==> src/rtl/flappy_game_sequencer.sv <==
// Game-flow controller for the Flappy Bird core: debounces the start and flap
// buttons, sequences IDLE/CLEAR/COUNTDOWN/PLAY/DYING/OVER, and issues the
// frame-locked update tick, tick-aligned flap pulses and the core clear pulse.
// It also keeps the high score across rounds.
// Ports:
//   clk, reset_n        : clock, asynchronous active-low reset
//   btn_start, btn_flap : raw asynchronous buttons (active-high)
//   frame_pulse         : one-cycle pulse per video frame
//   hit, bird_landed    : core collision / ground flags (levels)
//   score               : core score
//   core_clear          : one-cycle clear to the core
//   tick, flap_pulse    : game-update strobe and flap command issued with it
//   state               : current round state
//   high_score          : best score since reset
//   new_record          : last round set a new high score
module flappy_game_sequencer #(
    parameter int unsigned DEBOUNCE_CYCLES = 1000000,
    parameter int unsigned TICK_FRAMES     = 1,
    parameter int unsigned COUNT_FRAMES    = 90,
    parameter int unsigned DIE_FRAMES      = 60,
    parameter int unsigned OVER_FRAMES     = 120
) (
    input  logic       clk,
    input  logic       reset_n,
    input  logic       btn_start,
    input  logic       btn_flap,
    input  logic       frame_pulse,
    input  logic       hit,
    input  logic       bird_landed,
    input  logic [7:0] score,
    output logic       core_clear,
    output logic       tick,
    output logic       flap_pulse,
    output logic [2:0] state,
    output logic [7:0] high_score,
    output logic       new_record
);

    localparam int unsigned DB_W       = $clog2(DEBOUNCE_CYCLES + 1);
    localparam int unsigned TK_W       = $clog2(TICK_FRAMES + 1);
    localparam int unsigned FRAME_CD   = (COUNT_FRAMES > DIE_FRAMES) ? COUNT_FRAMES : DIE_FRAMES;
    localparam int unsigned FRAME_MAX  = (FRAME_CD > OVER_FRAMES) ? FRAME_CD : OVER_FRAMES;
    localparam int unsigned FR_W       = $clog2(FRAME_MAX + 1);

    typedef enum logic [2:0] {
        S_IDLE      = 3'd0,
        S_CLEAR     = 3'd1,
        S_COUNTDOWN = 3'd2,
        S_PLAY      = 3'd3,
        S_DYING     = 3'd4,
        S_OVER      = 3'd5
    } state_t;

    // Button path, index 0 = start, 1 = flap
    logic [1:0]      r_sync1;
    logic [1:0]      r_sync2;
    logic [1:0]      r_db;
    logic [1:0]      r_db_d;
    logic [1:0]      r_press;
    logic [DB_W-1:0] r_db_cnt [2];

    state_t          r_state;
    logic [FR_W-1:0] r_frame_cnt;
    logic [TK_W-1:0] r_tick_cnt;
    logic            r_flap_pending;

    logic            w_start_press;
    logic            w_flap_press;
    logic            w_ticking;
    logic            w_tick_fire;
    logic [FR_W-1:0] w_frame_inc;

    assign w_start_press = r_press[0];
    assign w_flap_press  = r_press[1];
    assign w_ticking     = (r_state == S_PLAY) || (r_state == S_DYING);
    assign w_tick_fire   = w_ticking && frame_pulse && (r_tick_cnt == TK_W'(TICK_FRAMES - 1));
    // Saturating frame count
    assign w_frame_inc   = (frame_pulse && (r_frame_cnt != FR_W'(FRAME_MAX)))
                         ? r_frame_cnt + FR_W'(1) : r_frame_cnt;
    assign state         = r_state;

    // Synchronize, debounce and edge-detect both buttons
    always_ff @(posedge clk or negedge reset_n) begin
        if (!reset_n) begin
            r_sync1 <= '0;
            r_sync2 <= '0;
            r_db    <= '0;
            r_db_d  <= '0;
            r_press <= '0;
            for (int i = 0; i < 2; i++) r_db_cnt[i] <= '0;
        end else begin
            r_sync1 <= {btn_flap, btn_start};
            r_sync2 <= r_sync1;
            r_db_d  <= r_db;
            r_press <= r_db & ~r_db_d;
            for (int i = 0; i < 2; i++) begin
                // Count stays below DEBOUNCE_CYCLES, so it never wraps
                if (r_sync2[i] == r_db[i]) begin
                    r_db_cnt[i] <= '0;
                end else if (r_db_cnt[i] == DB_W'(DEBOUNCE_CYCLES - 1)) begin
                    r_db[i]     <= r_sync2[i];
                    r_db_cnt[i] <= '0;
                end else begin
                    r_db_cnt[i] <= r_db_cnt[i] + DB_W'(1);
                end
            end
        end
    end

    // Round state machine with registered outputs
    always_ff @(posedge clk or negedge reset_n) begin
        if (!reset_n) begin
            r_state        <= S_IDLE;
            r_frame_cnt    <= '0;
            r_tick_cnt     <= '0;
            r_flap_pending <= 1'b0;
            core_clear     <= 1'b0;
            tick           <= 1'b0;
            flap_pulse     <= 1'b0;
            high_score     <= '0;
            new_record     <= 1'b0;
        end else begin
            core_clear  <= 1'b0;
            tick        <= w_tick_fire;
            // A hit in the same cycle suppresses the flap
            flap_pulse  <= w_tick_fire && r_flap_pending && !hit;
            r_frame_cnt <= w_frame_inc;

            // Tick phase runs continuously through PLAY and DYING
            if (!w_ticking)       r_tick_cnt <= '0;
            else if (w_tick_fire) r_tick_cnt <= '0;
            else if (frame_pulse) r_tick_cnt <= r_tick_cnt + TK_W'(1);

            case (r_state)
                S_IDLE: begin
                    if (w_start_press) begin
                        r_state        <= S_CLEAR;
                        core_clear     <= 1'b1;
                        new_record     <= 1'b0;
                        r_flap_pending <= 1'b0;
                        r_frame_cnt    <= '0;
                    end
                end
                S_CLEAR: begin
                    r_state     <= S_COUNTDOWN;
                    r_frame_cnt <= '0;
                end
                S_COUNTDOWN: begin
                    if (frame_pulse && (r_frame_cnt == FR_W'(COUNT_FRAMES - 1))) begin
                        r_state     <= S_PLAY;
                        r_frame_cnt <= '0;
                    end
                end
                S_PLAY: begin
                    if (hit) begin
                        r_state        <= S_DYING;
                        r_flap_pending <= 1'b0;
                        r_frame_cnt    <= '0;
                    end else if (w_tick_fire && r_flap_pending) begin
                        // Pending flap consumed; a coincident press waits for the next tick
                        r_flap_pending <= w_flap_press;
                    end else if (w_flap_press) begin
                        r_flap_pending <= 1'b1;
                    end
                end
                S_DYING: begin
                    r_flap_pending <= 1'b0;
                    if (bird_landed || (frame_pulse && (r_frame_cnt == FR_W'(DIE_FRAMES - 1)))) begin
                        r_state     <= S_OVER;
                        r_frame_cnt <= '0;
                        if (score > high_score) begin
                            high_score <= score;
                            new_record <= 1'b1;
                        end
                    end
                end
                S_OVER: begin
                    // Early presses are simply dropped, not queued
                    if (w_start_press && (r_frame_cnt >= FR_W'(OVER_FRAMES))) begin
                        r_state        <= S_CLEAR;
                        core_clear     <= 1'b1;
                        new_record     <= 1'b0;
                        r_flap_pending <= 1'b0;
                        r_frame_cnt    <= '0;
                    end
                end
                default: begin
                    r_state     <= S_IDLE;
                    r_frame_cnt <= '0;
                end
            endcase
        end
    end

endmodule

==> config.mk <==
export PLATFORM = sky130hd
export DESIGN_NAME = flappy_game_sequencer
export DESIGN_NICKNAME = d
export VERILOG_FILES = /design/src/rtl/flappy_game_sequencer.sv
export SDC_FILE = /design/constraint.sdc
export NUM_CORES = 1
export LEC_CHECK = 0
export CAP_MARGIN = 20
export CORE_MARGIN = 3
export CORE_UTILIZATION = 65
export DETAILED_ROUTE_END_ITERATION = 12
export DONT_BUFFER_PORTS = 1
export PLACE_DENSITY = 0.92
export SYNTH_ARGS = -nofsm -noshare
export SYNTH_HDL_FRONTEND = slang
export SYNTH_SLANG_ARGS = --single-unit
==> constraint.sdc <==
create_clock -name clk -period 4.5 [get_ports clk]
set_clock_uncertainty 0.15 [all_clocks]
set_input_delay 0.45 -clock clk [delete_from_list [all_inputs] [get_ports clk]]
set_output_delay 0.45 -clock clk [all_outputs]
set_load 0.01 [all_outputs]
==> impl_metrics.ini, run 1 <==
[finish]
fin_nets = 380
mostFrequentLayoutCells = dfrtp_1 (74), nor2_1 (53), nand2_1 (27)
diodes = 0
design_area_um2 = 3840
layout_commonest_cell = dfrtp_1
multi_input_area_um2 = 1630
area_delta_synth_final_pct = 7.49
drive_gt1_frac = 0.0700
seq_area_um2 = 1850
stdcell_count = 427
fill_cells = 305

[grt]
antenna_found_initial = 0
grt.total_usage = 0.242
grt_start_max_net_pins = 75
overflow = 0
first_global_vias = 2589
grt_pass1_wl_mm = 12.0

[critical_path]
critical-path-max-stage-delay_ns = 0.52
worstPathArrival_ns = 2.88
worst_r2r_path_depth = 8
slowest_stage = or3_1
start_kind = register
worst-r2r-setup-slack_ns = 1.69
cp.required_ns = 4.57
rr_startpoint = high_score[1]
path_max_fanout = 8
end_kind = register
crit_start = high_score[1]
r2r_end = high_score[4]
crit_type = register to register
crit_end = high_score[4]
crit_chain = inv_1 > ha_1 > nor2b_1 > o211ai_1 > a21oi_1 > a2111oi_0 > or3_1 > mux2_4

[clocking]
clockBufferDepth = 2
cts_tree = built
cts_resized = 0
cts.sinks = 74
clkSlewWorstSetupHoldPaths_ns = 0.08
cts_root_buffer = clkbuf_8
insertion_delay_ns = 0.34
h-tree-depth = 3
cts_buffers = 9

[logic_synthesis]
synth_area_per_cell_um2 = 10.4
async_flop_share = 1.00
ys_seq_area_frac = 0.518
syn_nets = 373
synth_top_cell_by_area = dfrtp_1
synth_flop_cell = dfrtp_1
synth_cell_types = 41
synth_edf_count = 0
synth_top_area_share = 0.518
syn-cell-area_um2 = 3580
synth.area.top_cells = dfrtp_1 (52%), xor2_1 (5.9%), nor2_1 (5.6%)
ys_warn_count = 0
syn_inst = 345
synth_seq_cells = 74

[sta]
setup_viol_count_final = 0
drv_slew = 0
slew-limit-headroom = 0.525
clock.fmax_mhz = 356
hold_slack_ns = 0.0253
worstMarginPinSlew_ns = 0.708
rsz0062_at_grt = no
fin_crit_sh = 0.625
min_period_ns = 2.81
tns_ns = 0
hold_viol = 0

[floorplanning]
dieArea_um2 = 6430
dieWidth_um = 80.2
initial_core_util = 0.687
num_io_pins = 30
coreArea_um2 = 5200
fp-row-count = 26
die_height_um = 80.2

[power]
ir_drop_mv = 0.187
cellLeakagePower_uw = 0.00173
total_power_uw = 1310
power_density_nw_per_um2 = 342

[placed_design]
io_buffers = 0
dpl_cell_area_um2 = 3620
gp_congestion = 0.772
dp_cells = 407
dp_hpwl_mm = 4.82

[run]
maxCapViolCount = 0

[drt]
routed_wirelength_mm = 7.13
drt_iter0_drc = 178
drc_errors = 0
vias = 2583
routed_via_density = 6.05
wl_per_cell_um = 16.7
drt_first_pass_iters = 4
postRouteAntennaNets = 0

[run_status]
status = finished clean

[min_path]
hold_class = input pin to register
-- cell type report --
| class | count | share of cell area |
|---|---|---|
| Multi-Input combinational cell | 250 | 0.425 |
| Sequential cell | 74 | 0.482 |
| Clock buffer | 13 | 0.0387 |
| Tap cell | 70 | 0.0228 |
| Timing Repair Buffer | 4 | 0.0150 |
| Inverter | 13 | 0.0127 |
| Clock inverter | 3 | 0.00391 |
-- cells by family (layout without fill, tap and decap cells) --
group,count (synthesis),after routing,synth area share
compound gates,28,28,0.0451
xor+xnor,39,39,0.0955
fa+ha+maj,13,13,0.0455
buf+inv,21,33,0.0252
flops,74,74,0.518
mux,12,12,0.0458
simple gates,158,158,0.225
-- worst min-delay path by stage --
stage	from	endpoint	slack [ns]	cells past startpoint
after global routing	hit	flap_pulse	0.007	1
after detailed placement	reset_n	r_frame_cnt[5]	0.006	0
after global placement	reset_n	r_frame_cnt[2]	0.006	0
final	hit	flap_pulse	0.03	1
after CTS	hit	flap_pulse	0.02	1
after floorplan	reset_n	core_clear	0.004	0
-- stage by stage --
stage | util | worst slack (ns)
floorplan | - | 2.17
global placement | 0.696 | 1.94
detailed placement | 0.696 | 1.74
CTS | 0.738 | 1.72
global route | 0.738 | 1.61
finish | 0.738 | 1.69
-- cells in the mapped netlist (2+ instances only) --
cell and number:
o21bai_1 2, xnor2_1 15, mux2_4 8, nand3b_1 3
nand2b_1 3, nand4_1 10, xor2_1 24, nor4_1 3
mux2_2 2, nor3b_1 2, nor2_1 53, nand2_1 27
dfrtp_1 74, and3_1 6, and4_1 5, o211ai_1 3
ha_1 13, o21ai_0 7, nor2b_1 4, or2_1 2
nand3_1 15, nand4b_1 2, nor3_1 6, a21oi_1 13
nor4b_1 3, or3_1 8, clkbuf_1 6, inv_1 13
-- report_power, final --
part           internal, uW  switching [uW]
clock                   213             225
combinational          57.9            75.8
sequential              700            43.2
total                   971             344
-- metal layers --
layer / global-route usage / wire length, um / up-vias
li1: - / - / 1197
met1: 0.295 / 2960 / 1273
met2: 0.400 / 3620 / 98
met3: 0.0504 / 415 / 15
met4: 0.132 / 126 / 0
met5: 0 / 0 / -
-- flip-flops by register name, summed over array words and instances (netlist names) --
register and flops:
r_db_cnt 40, tick 1, r_flap_pending 1, r_db 2
r_tick_cnt 1, r_sync1 2, flap_pulse 1, r_press 2
r_db_d 2, state 3, r_sync2 2, r_frame_cnt 7
high_score 8, core_clear 1, new_record 1
-- repair_timing --
action	in CTS	in global routing
hold buffers	4	0
endpoints found under the hold margin	76	0
buffers inserted	0	0
-- critical path, delay by kind of cell, from the launching register on --
kind	cells	cell delay, ns
mux	1	0.35
fa+ha+maj	1	0.29
buf+inv	1	0.07
flops	1	0.42
compound gates	3	0.76
simple gates	2	0.66
No activity file was read; power rests on OpenSTA's default activity.
==> run 2: changes to the inputs <==
CORE_UTILIZATION = 63   (was 65)
PLACE_DENSITY = 0.9   (was 0.92)
clock period = 2.7 ns   (was 4.5 ns; I/O delays follow)
==> impl_metrics.ini, run 2 (same netlist as run 1, synthesis figures left out) <==
[placed_design]
preCtsSetupSlack_ns = 0.0930
dpl_cell_area_um2 = 3640
gp_congestion = 0.761
io_buffers = 0
dp_hpwl_mm = 4.78

[drt]
drt_first_pass_iters = 5
drt_iter0_drc = 290
routed_wirelength_mm = 8.40
vias = 2738
postRouteAntennaNets = 0
wl_per_cell_um = 19.1
drc_errors = 0
routed_via_density = 6.24

[run_status]
status = finished, violations left
violations = negative setup slack

[clocking]
insertion_delay_ns = 0.35
cts_tree = built
clkSlewWorstSetupHoldPaths_ns = 0.08
clockBufferDepth = 2
h-tree-depth = 3
cts_root_buffer = clkbuf_8
cts_buffers = 9
cts_setup_buffers = 0
cts.sinks = 74

[finish]
finalCoreUtilization = 0.764
diodes = 0
mostFrequentLayoutCells = dfrtp_1 (74), nor2_1 (53), nand2_1 (27)
largest_reg_flops = 40
layout_commonest_cell = dfrtp_1
design_area_um2 = 4050
regMostFlops = r_db_cnt
fin_nets = 393
area_delta_synth_final_pct = 13.2
reg_top3 = r_db_cnt x40, high_score x8, r_frame_cnt x7
drive_gt1_frac = 0.0840

[floorplanning]
fp-row-count = 26
num_io_pins = 30
initial_core_util = 0.674
dieWidth_um = 81.3
die_height_um = 81.3
coreArea_um2 = 5300
dieArea_um2 = 6620

[grt]
grt_start_max_net_pins = 75
grt.total_usage = 0.264
overflow = 0
antenna_found_initial = 0
first_global_vias = 2791
grt_pass1_wl_mm = 13.1

[sta]
drv_slew = 0
hold_viol = 0
setup_slack_ns = -0.207
min_period_ns = 2.91
slew-limit-headroom = 0.429
clock.fmax_mhz = 344
worstMarginPinSlew_ns = 0.855
fin_crit_sh = 1.08
setup_viol_count_final = 8

[power]
ir_drop_mv = 0.452
total_power_uw = 2500
cellLeakagePower_uw = 0.00182
power_density_nw_per_um2 = 618

[critical_path]
path_max_fanout = 8
worstPathArrival_ns = 3.00
end_kind = register
crit_type = register to register
start_kind = register
cp.required_ns = 2.79

[min_path]
hold_class = input pin to register

[run]
maxCapViolCount = 0
## run 2: changes by cell type in the layout (fill, tap and decap cells not counted), sizes merged
cell         change
clkinv           -2
bufinv           +3
dlygate4sd3     +10
clkinvlp         +1
clkbuf           -3
buf              +3
## run 2: timing repair
| item | 4_1_cts | 5_1_grt |
|---|---|---|
| gates resized for setup | 0 | 2 |
| hold buffers | 14 | 0 |
| setup endpoints to repair | 0 | 8 |
| endpoints found under the hold margin | 88 | 0 |
## run 2: critical path: stages (launching register included)
cell       delay [ns]
dfrtp_1          0.37
inv_1            0.06
ha_1             0.28
nor2b_1          0.15
o211ai_1         0.17
a21oi_1          0.16
a2111oi_1        0.77
or3_4            0.36
mux2_4           0.32
## run 2: worst paths after layout
check	start	end	slack (ns)	cells past startpoint
min in group asynchronous	reset_n	r_frame_cnt[2]	0.32	2
worst min register to register	r_sync1[0]	r_sync2[0]	0.20	0
worst max-delay path	high_score[1]	high_score[6]	-0.21	8
worst max register to register	high_score[1]	high_score[6]	-0.21	8
max in group asynchronous	reset_n	r_db_cnt[17]	1.75	2
worst min-delay path	frame_pulse	r_frame_cnt[4]	0.05	3
## run 2: through the flow
stage | hold WS, ns | TNS [ns] | instances
floorplan | -0.176 | 0 | 345
global placement | -0.174 | 0 | 410
detailed placement | -0.174 | 0 | 410
CTS | 0.0250 | 0 | 439
global route | 0.0688 | -2.17 | 439
finish | 0.0463 | -1.61 | 439
## run 2: power breakdown
part	internal [uW]	switching (uW)
combinational	106	130
clock	632	399
sequential	1170	71.3
total	1900	600
## run 2: layout make-up
class / count / area, um2
Sequential cell: 74 / 1850
Inverter: 13 / 48.8
Fill cell: 295 / 1250
Timing Repair Buffer: 17 / 180
Clock inverter: 5 / 103
Clock buffer: 10 / 138
Multi-Input combinational cell: 250 / 1640
Tap cell: 70 / 87.6
## run 2: layer usage
metal | part of all wire | wire [um] | vias up | GRT usage
li1 | - | - | 1220 | -
met1 | 0.39 | 3300 | 1348 | 0.303
met2 | 0.51 | 4260 | 136 | 0.452
met3 | 0.070 | 589 | 34 | 0.0743
met4 | 0.031 | 257 | 0 | 0.127
met5 | 0 | 0 | - | 0
